--- src/rtl/terminal_uart_ctrl.sv ---
// Memory-mapped 8N1 UART: CPU TX bytes queue in a FIFO and are serialised; RX deserialises into a one-byte buffer.
// Latency: a TX push in cycle N pops in N+1 and the start bit appears in N+2; RX flags update one cycle after the mid-stop sample.
// Backpressure: none on the bus; a push into a full FIFO is dropped and latched in the sticky tx_overflow bit.
module terminal_uart_ctrl #(
  parameter int CLKS_PER_BIT = 16,
  parameter int FIFO_AW      = 3
) (
  input  logic        clk,
  input  logic        reset,
  input  logic        we,
  input  logic        re,
  input  logic [31:0] addr,
  input  logic [31:0] data_write,
  output logic [31:0] data_read,
  output logic        uart_tx,
  input  logic        uart_rx,
  output logic        tx_busy
);

  localparam int DEPTH = 1 << FIFO_AW;
  localparam int CW    = $clog2(CLKS_PER_BIT);

  localparam logic [CW-1:0]      BIT_LAST  = CW'(CLKS_PER_BIT - 1);
  localparam logic [CW-1:0]      HALF_LAST = CW'(CLKS_PER_BIT / 2 - 1);
  localparam logic [CW-1:0]      CNT_ONE   = CW'(1);
  localparam logic [FIFO_AW-1:0] PTR_ONE   = FIFO_AW'(1);
  localparam logic [FIFO_AW:0]   COUNT_ONE = (FIFO_AW + 1)'(1);
  localparam logic [FIFO_AW:0]   COUNT_MAX = {1'b1, {FIFO_AW{1'b0}}};

  localparam logic [1:0] S_IDLE  = 2'd0;
  localparam logic [1:0] S_START = 2'd1;
  localparam logic [1:0] S_DATA  = 2'd2;
  localparam logic [1:0] S_STOP  = 2'd3;

  // Bus decode
  logic push_req, flush, stat_wr, done_wr, rd_clear;
  logic unused_dw;
  assign push_req  = we && (addr == 32'd1);
  assign stat_wr   = we && (addr == 32'd2);
  assign flush     = stat_wr && data_write[0];
  assign done_wr   = we && (addr == 32'd4);
  assign rd_clear  = re && (addr == 32'd3);
  assign unused_dw = ^data_write[31:8];

  // TX FIFO storage and bookkeeping
  logic [7:0]         fifo_mem_q [DEPTH];
  logic [FIFO_AW-1:0] wr_ptr_q, rd_ptr_q;
  logic [FIFO_AW:0]   count_q;
  logic               fifo_empty, fifo_full, push_ok, pop, ovf_set;

  // TX FSM state
  logic [1:0]    tx_state_q, tx_state_d;
  logic [CW-1:0] tx_cnt_q, tx_cnt_d;
  logic [2:0]    tx_bit_q, tx_bit_d;
  logic [7:0]    tx_shift_q, tx_shift_d;
  logic          tx_line_q, tx_line_d;

  assign fifo_empty = (count_q == '0);
  assign fifo_full  = (count_q == COUNT_MAX);
  // Flush beats a simultaneous push, and suppresses its overflow too.
  assign push_ok    = push_req && !fifo_full && !flush;
  assign ovf_set    = push_req && fifo_full && !flush;
  assign pop        = (tx_state_q == S_IDLE) && !fifo_empty;

  // FIFO write port; storage needs no reset since count gates every read.
  always_ff @(posedge clk) begin
    if (push_ok) fifo_mem_q[wr_ptr_q] <= data_write[7:0];
  end

  // FIFO pointers and occupancy; a pop coinciding with a flush still hands its byte to the TX FSM.
  always_ff @(posedge clk) begin
    if (reset || flush) begin
      wr_ptr_q <= '0;
      rd_ptr_q <= '0;
      count_q  <= '0;
    end else begin
      if (push_ok) wr_ptr_q <= wr_ptr_q + PTR_ONE;
      if (pop)     rd_ptr_q <= rd_ptr_q + PTR_ONE;
      case ({push_ok, pop})
        2'b10:   count_q <= count_q + COUNT_ONE;
        2'b01:   count_q <= count_q - COUNT_ONE;
        default: count_q <= count_q;
      endcase
    end
  end

  // TX next-state: one IDLE cycle between frames is where the next byte is popped.
  always_comb begin
    tx_state_d = tx_state_q;
    tx_cnt_d   = tx_cnt_q;
    tx_bit_d   = tx_bit_q;
    tx_shift_d = tx_shift_q;
    case (tx_state_q)
      S_IDLE: begin
        if (!fifo_empty) begin
          tx_shift_d = fifo_mem_q[rd_ptr_q];
          tx_cnt_d   = '0;
          tx_state_d = S_START;
        end
      end
      S_START: begin
        if (tx_cnt_q == BIT_LAST) begin
          tx_cnt_d   = '0;
          tx_bit_d   = 3'd0;
          tx_state_d = S_DATA;
        end else begin
          tx_cnt_d = tx_cnt_q + CNT_ONE;
        end
      end
      S_DATA: begin
        if (tx_cnt_q == BIT_LAST) begin
          tx_cnt_d   = '0;
          tx_shift_d = {1'b0, tx_shift_q[7:1]};
          if (tx_bit_q == 3'd7) tx_state_d = S_STOP;
          else                  tx_bit_d   = tx_bit_q + 3'd1;
        end else begin
          tx_cnt_d = tx_cnt_q + CNT_ONE;
        end
      end
      default: begin
        if (tx_cnt_q == BIT_LAST) begin
          tx_cnt_d   = '0;
          tx_state_d = S_IDLE;
        end else begin
          tx_cnt_d = tx_cnt_q + CNT_ONE;
        end
      end
    endcase
    // Line level follows the next state so the output flop is glitch-free yet cycle-aligned.
    case (tx_state_d)
      S_START: tx_line_d = 1'b0;
      S_DATA:  tx_line_d = tx_shift_d[0];
      default: tx_line_d = 1'b1;
    endcase
  end

  // TX state registers; reset aborts any frame in flight and idles the line.
  always_ff @(posedge clk) begin
    if (reset) begin
      tx_state_q <= S_IDLE;
      tx_cnt_q   <= '0;
      tx_bit_q   <= 3'd0;
      tx_shift_q <= 8'd0;
      tx_line_q  <= 1'b1;
    end else begin
      tx_state_q <= tx_state_d;
      tx_cnt_q   <= tx_cnt_d;
      tx_bit_q   <= tx_bit_d;
      tx_shift_q <= tx_shift_d;
      tx_line_q  <= tx_line_d;
    end
  end

  assign uart_tx = tx_line_q;
  assign tx_busy = (tx_state_q != S_IDLE);

  // RX path state
  logic [1:0]    rx_sync_q;
  logic          rx_s;
  logic [1:0]    rx_state_q, rx_state_d;
  logic [CW-1:0] rx_cnt_q, rx_cnt_d;
  logic [2:0]    rx_bit_q, rx_bit_d;
  logic [7:0]    rx_shift_q, rx_shift_d;
  logic          rx_complete, fe_set;
  logic [7:0]    rx_buf_q, rx_buf_d;
  logic          rx_done_q, rx_done_d;
  logic          ovf_q, ovf_d, fe_q, fe_d, ovr_q, ovr_d;

  // Two-flop synchroniser for the asynchronous serial input.
  always_ff @(posedge clk) begin
    if (reset) rx_sync_q <= 2'b11;
    else       rx_sync_q <= {rx_sync_q[0], uart_rx};
  end
  assign rx_s = rx_sync_q[1];

  // RX next-state: half a bit into the start bit, then whole bits, so every sample lands mid-bit.
  always_comb begin
    rx_state_d  = rx_state_q;
    rx_cnt_d    = rx_cnt_q;
    rx_bit_d    = rx_bit_q;
    rx_shift_d  = rx_shift_q;
    rx_complete = 1'b0;
    fe_set      = 1'b0;
    case (rx_state_q)
      S_IDLE: begin
        if (!rx_s) begin
          rx_cnt_d   = '0;
          rx_state_d = S_START;
        end
      end
      S_START: begin
        if (rx_cnt_q == HALF_LAST) begin
          rx_cnt_d   = '0;
          rx_bit_d   = 3'd0;
          // A line back high at mid-start was a glitch, not a frame.
          rx_state_d = rx_s ? S_IDLE : S_DATA;
        end else begin
          rx_cnt_d = rx_cnt_q + CNT_ONE;
        end
      end
      S_DATA: begin
        if (rx_cnt_q == BIT_LAST) begin
          rx_cnt_d   = '0;
          rx_shift_d = {rx_s, rx_shift_q[7:1]};
          if (rx_bit_q == 3'd7) rx_state_d = S_STOP;
          else                  rx_bit_d   = rx_bit_q + 3'd1;
        end else begin
          rx_cnt_d = rx_cnt_q + CNT_ONE;
        end
      end
      default: begin
        if (rx_cnt_q == BIT_LAST) begin
          rx_cnt_d    = '0;
          rx_state_d  = S_IDLE;
          rx_complete = rx_s;
          fe_set      = !rx_s;
        end else begin
          rx_cnt_d = rx_cnt_q + CNT_ONE;
        end
      end
    endcase
  end

  // Buffer, done flag and sticky status next-state: set events always beat clears.
  always_comb begin
    rx_buf_d = rx_complete ? rx_shift_q : rx_buf_q;
    if (rx_complete)   rx_done_d = 1'b1;
    else if (done_wr)  rx_done_d = data_write[0];
    else if (rd_clear) rx_done_d = 1'b0;
    else               rx_done_d = rx_done_q;
    ovf_d = ovf_set | (ovf_q & ~(stat_wr & data_write[3]));
    fe_d  = fe_set  | (fe_q  & ~(stat_wr & data_write[4]));
    ovr_d = (rx_complete & rx_done_q) | (ovr_q & ~(stat_wr & data_write[5]));
  end

  // RX and status registers.
  always_ff @(posedge clk) begin
    if (reset) begin
      rx_state_q <= S_IDLE;
      rx_cnt_q   <= '0;
      rx_bit_q   <= 3'd0;
      rx_shift_q <= 8'd0;
      rx_buf_q   <= 8'd0;
      rx_done_q  <= 1'b0;
      ovf_q      <= 1'b0;
      fe_q       <= 1'b0;
      ovr_q      <= 1'b0;
    end else begin
      rx_state_q <= rx_state_d;
      rx_cnt_q   <= rx_cnt_d;
      rx_bit_q   <= rx_bit_d;
      rx_shift_q <= rx_shift_d;
      rx_buf_q   <= rx_buf_d;
      rx_done_q  <= rx_done_d;
      ovf_q      <= ovf_d;
      fe_q       <= fe_d;
      ovr_q      <= ovr_d;
    end
  end

  // Combinational read mux; unmapped words read as zero.
  always_comb begin
    data_read = 32'd0;
    case (addr)
      32'd2: begin
        data_read[0]             = fifo_empty;
        data_read[1]             = fifo_full;
        data_read[2]             = tx_busy;
        data_read[3]             = ovf_q;
        data_read[4]             = fe_q;
        data_read[5]             = ovr_q;
        data_read[8+FIFO_AW:8]   = count_q;
      end
      32'd3:   data_read[7:0] = rx_buf_q;
      32'd4:   data_read[0]   = rx_done_q;
      default: data_read = 32'd0;
    endcase
  end

endmodule
--- config.mk ---
export PLATFORM = sky130hd
export DESIGN_NAME = terminal_uart_ctrl
export DESIGN_NICKNAME = d
export VERILOG_FILES = /design/src/rtl/terminal_uart_ctrl.sv
export SDC_FILE = /design/constraint.sdc
export NUM_CORES = 1
export LEC_CHECK = 0
export CAP_MARGIN = 20
export CORE_ASPECT_RATIO = 0.8
export CORE_MARGIN = 8
export CORE_UTILIZATION = 40
export CTS_BUF_LIST = sky130_fd_sc_hd__clkbuf_4
export DETAILED_ROUTE_END_ITERATION = 10
export HOLD_SLACK_MARGIN = 0.05
export PLACE_DENSITY = 0.74
export SLEW_MARGIN = 25
export SYNTH_ARGS = -nofsm -noshare
export SYNTH_HDL_FRONTEND = slang
export SYNTH_SLANG_ARGS = --single-unit
--- constraint.sdc ---
create_clock -name clk -period 3.33 [get_ports clk]
set_input_delay 0.666 -clock clk [delete_from_list [all_inputs] [get_ports clk]]
set_output_delay 0.666 -clock clk [all_outputs]
set_load 0.03 [all_outputs]
==> flow_metrics.env <==
export IMPL_layout_commonest_cell="edfxtp_1"
export IMPL_grt_util_met3_pct=4.34
export IMPL_multiInputGateArea_sq_um=2270
export IMPL_timing_fmax_mhz=324
export IMPL_synthArstFlopShare_pct=0
export IMPL_final_fill_count=1142
export IMPL_drtAntennaViolNets=0
export IMPL_cap_violations=0
export IMPL_dr_first_iter_drc_count=303
export IMPL_p_leak_nw=2.38
export IMPL_post_cts_buffers=0
export IMPL_reg2reg_depth=12
export IMPL_dpl_hpwl_mm=8.60
export IMPL_synth_cells=473
export IMPL_grt_use_met2_pct=22.5
export IMPL_hp_start="rx_sync_q[0]$_SDFF_PP1_"
export IMPL_grt_max_degree=47
export IMPL_synth_seq_cells=126
export IMPL_rows=38
export IMPL_rsz0062_at_grt="false"
export IMPL_routed_via_density=5.30
export IMPL_clk_pin_slew_ns=0.10
export IMPL_wirelength_mm=12.1
export IMPL_die_w_um=149
export IMPL_peakVddDrop_v=0.000222
export IMPL_worstMarginPinSlew_ns=0.824
export IMPL_clk_latency_ns=0.51
export IMPL_cts_root_buffer="clkbuf_4"
export IMPL_grt_pass1_vias=3968
export IMPL_finClkSkew_ns=0.0214
export IMPL_cts_tree="built"
export IMPL_die_area_sq_um=18100
export IMPL_period_minus_slack_ns=3.09
export IMPL_cts_sinks=126
export IMPL_finalSetupViolations=0
export IMPL_drive_gt1_share_pct=17.7
export IMPL_initial_core_util_pct=41.2
export IMPL_end_kind="output port"
export IMPL_critPathKind="in2out"
export IMPL_cts_max_level=4
export IMPL_synth_edf_count=64
export IMPL_cp_slowest_stage_delay_ns=0.41
export IMPL_min_path_cells=1
export IMPL_rr_startpoint="count_q[1]$_SDFFE_PP0P_"
export IMPL_whs_endpoint="rx_sync_q[1]$_SDFF_PP1_"
export IMPL_crit_arrival_ns=2.42
export IMPL_cts_buffers=17
export IMPL_ys_seq_area_share_pct=56.3
export IMPL_syn_area_per_cell_sq_um=11.9
export IMPL_relSlewSlack_pct=44.8
export IMPL_synth_area_sq_um=5620
export IMPL_critPathLaunchType="primary input"
export IMPL_port_buffers=58
export IMPL_die_y_um=122
export IMPL_cpMaxStageDelayCell="clkdlybuf4s50_1"
export IMPL_clock_path_buffers=2
export IMPL_rrSetupSlack_ns=0.75
export IMPL_antenna_found_initial=1
export IMPL_fin_crit_sh_pct=92.8
export IMPL_wl_per_cell_um=16.4
export IMPL_yosys_warnings=0
export IMPL_fin_util_pct=49.2
export IMPL_fin_nets=626
export IMPL_grt_use_total_pct=13.6
export IMPL_vias=3914
export IMPL_gp_congestion=0.762
export IMPL_crit_chain="clkdlybuf4s50_1, nor4_2, nand4_2, nor3b_4, and3_1, buf_4"
export IMPL_dr_pass1_iters=4
export IMPL_p_per_area_nw_per_um2=455
export IMPL_syn_to_final_growth_pct=19.5
export IMPL_cp_required_ns=2.66
export IMPL_setup_tns_ns=0
export IMPL_hold_viol_final=0
export IMPL_top_usage_layer="met2"
export IMPL_drc=0
export IMPL_core_sq_um=13600
export IMPL_met1_usage_pct=16.7
export IMPL_finalMaxSlewViolations=0
export IMPL_grt_pass1_wl_mm=19.6
export IMPL_final_cell_mix="edfxtp_1, nor2_1, dfxtp_1"
export IMPL_power_w=0.00306
export IMPL_synth_cell_types=60
export IMPL_cp_max_fo=7
export IMPL_run_status="finished, final reports clean"
export IMPL_grt_remaining_overflow=0
export IMPL_ioPinCount=103
export IMPL_ff_latch_area_sq_um=3160
export IMPL_worstHoldPathType="reg2reg"
export IMPL_r2r_end="count_q[2]$_SDFFE_PP0P_"
export IMPL_synth_ff_type="edfxtp_1"
==> final cells by class <==
cell class | instances | area share, %
Tap cell | 180 | 3.36
Timing Repair Buffer | 74 | 9.99
Sequential cell | 126 | 47.1
Clock inverter | 14 | 3.41
Inverter | 7 | 0.391
Antenna cell | 1 | 0.0373
Clock buffer | 17 | 1.90
Multi-Input combinational cell | 320 | 33.8
==> registers in the layout (all words and copies together), names as in the netlist, named ones only <==
| signal | flops |
|---|---|
| tx_bit_q | 3 |
| tx_cnt_q | 4 |
| rx_bit_q | 3 |
| ovr_q | 1 |
| rd_ptr_q | 3 |
| tx_state_q | 2 |
| fifo_mem_q | 64 |
| wr_ptr_q | 3 |
| ovf_q | 1 |
| uart_tx | 1 |
| tx_shift_q | 8 |
| rx_buf_q | 8 |
| rx_sync_q | 2 |
| fe_q | 1 |
| rx_state_q | 2 |
| count_q | 4 |
| rx_shift_q | 8 |
| rx_cnt_q | 4 |
| rx_done_q | 1 |
==> worst max-delay path, delay by kind of cell <==
family                 cells  cell delay (ns)
buffers and inverters      2             0.58
AND/OR/NAND/NOR            4             1.17
==> layer usage <==
layer / part of all wire [%] / wire [um] / up-vias
li1: - / - / 1866
met1: 43 / 5240 / 1898
met2: 48 / 5770 / 139
met3: 8.1 / 980 / 11
met4: 0.85 / 103 / 0
met5: 0 / 0 / -
==> cells in the mapped netlist (2+ instances only) <==
library cell,count,area share [%]
a22oi_1,2,0.27
xor2_1,5,0.78
buf_2,5,0.45
mux2i_1,21,3.7
ha_1,11,2.4
nand3_1,11,0.98
nor3_1,7,0.62
nand3b_1,3,0.40
a21oi_1,22,2.0
buf_1,3,0.20
nor4_1,2,0.22
a31oi_1,3,0.33
nor3b_1,4,0.53
nor2b_1,6,0.67
nor3b_4,2,0.67
and3_1,9,1.0
nand4_2,2,0.45
clkbuf_1,9,0.60
edfxtp_1,64,34
nand2b_1,3,0.33
nand2_1,36,2.4
nand4_1,3,0.33
and4_1,2,0.31
xnor2_1,6,0.94
mux4_2,16,6.4
o21bai_1,2,0.27
or2_2,3,0.33
inv_1,5,0.33
nor4b_1,2,0.31
nor4_2,6,1.3
nand4b_1,2,0.31
buf_4,22,2.9
a221oi_1,7,1.1
a32oi_1,3,0.47
nor2_1,64,4.3
dfxtp_1,62,22
inv_2,2,0.13
o21ai_0,14,1.2
==> stage by stage <==
stage | instance area, sq um | hold slack, ns | worst slack [ns] | cells
global route | 6710 | 0.437 | 0.0696 | 739
CTS | 6710 | 0.430 | 0.197 | 738
floorplan | 5690 | 0.389 | 0.367 | 492
finish | 6710 | 0.426 | 0.241 | 739
global placement | 6350 | 0.403 | 0.149 | 707
detailed placement | 6350 | 0.409 | 0.0892 | 707
==> worst max-delay path by stage <==
stage,startpoint,to,slack [ns],depth (start not counted)
2_1_floorplan,addr[13],fifo_mem_q[4][0]$_DFFE_PP_,0.37,5
3_3_place_gp,addr[3],count_q[2]$_SDFFE_PP0P_,0.15,13
3_5_place_dp,addr[3],count_q[2]$_SDFFE_PP0P_,0.09,13
4_1_cts,addr[3],data_read[5],0.20,7
5_1_grt,addr[21],data_read[5],0.07,7
6_report,addr[3],data_read[9],0.24,6
==> timing repair <==
action	CTS	global route
gates resized for setup	0	1
hold buffers	0	0
setup endpoints to repair	0	1
==> power by group <==
group	total [W]	internal (W)	switching, W
sequential	0.00163	0.00163	0.00000539
clock	0.00128	0.000684	0.000599
combinational	0.000137	0.0000592	0.0000781
==> kinds of logic (layout without fill, tap and decap cells) <==
kind of cell	count (synthesis)	in the layout	synth area share [%]
other	1	21	0.0668
buffers and inverters	46	112	4.65
and+or+nand+nor	176	176	17.0
adders and majority gates	11	11	2.45
AOI/OAI and AO/OA	64	64	7.42
DFF	126	126	56.3
muxes	38	38	10.4
xor gates and xnor gates	11	11	1.71
Note: power is estimated with default switching activity, not from simulation.
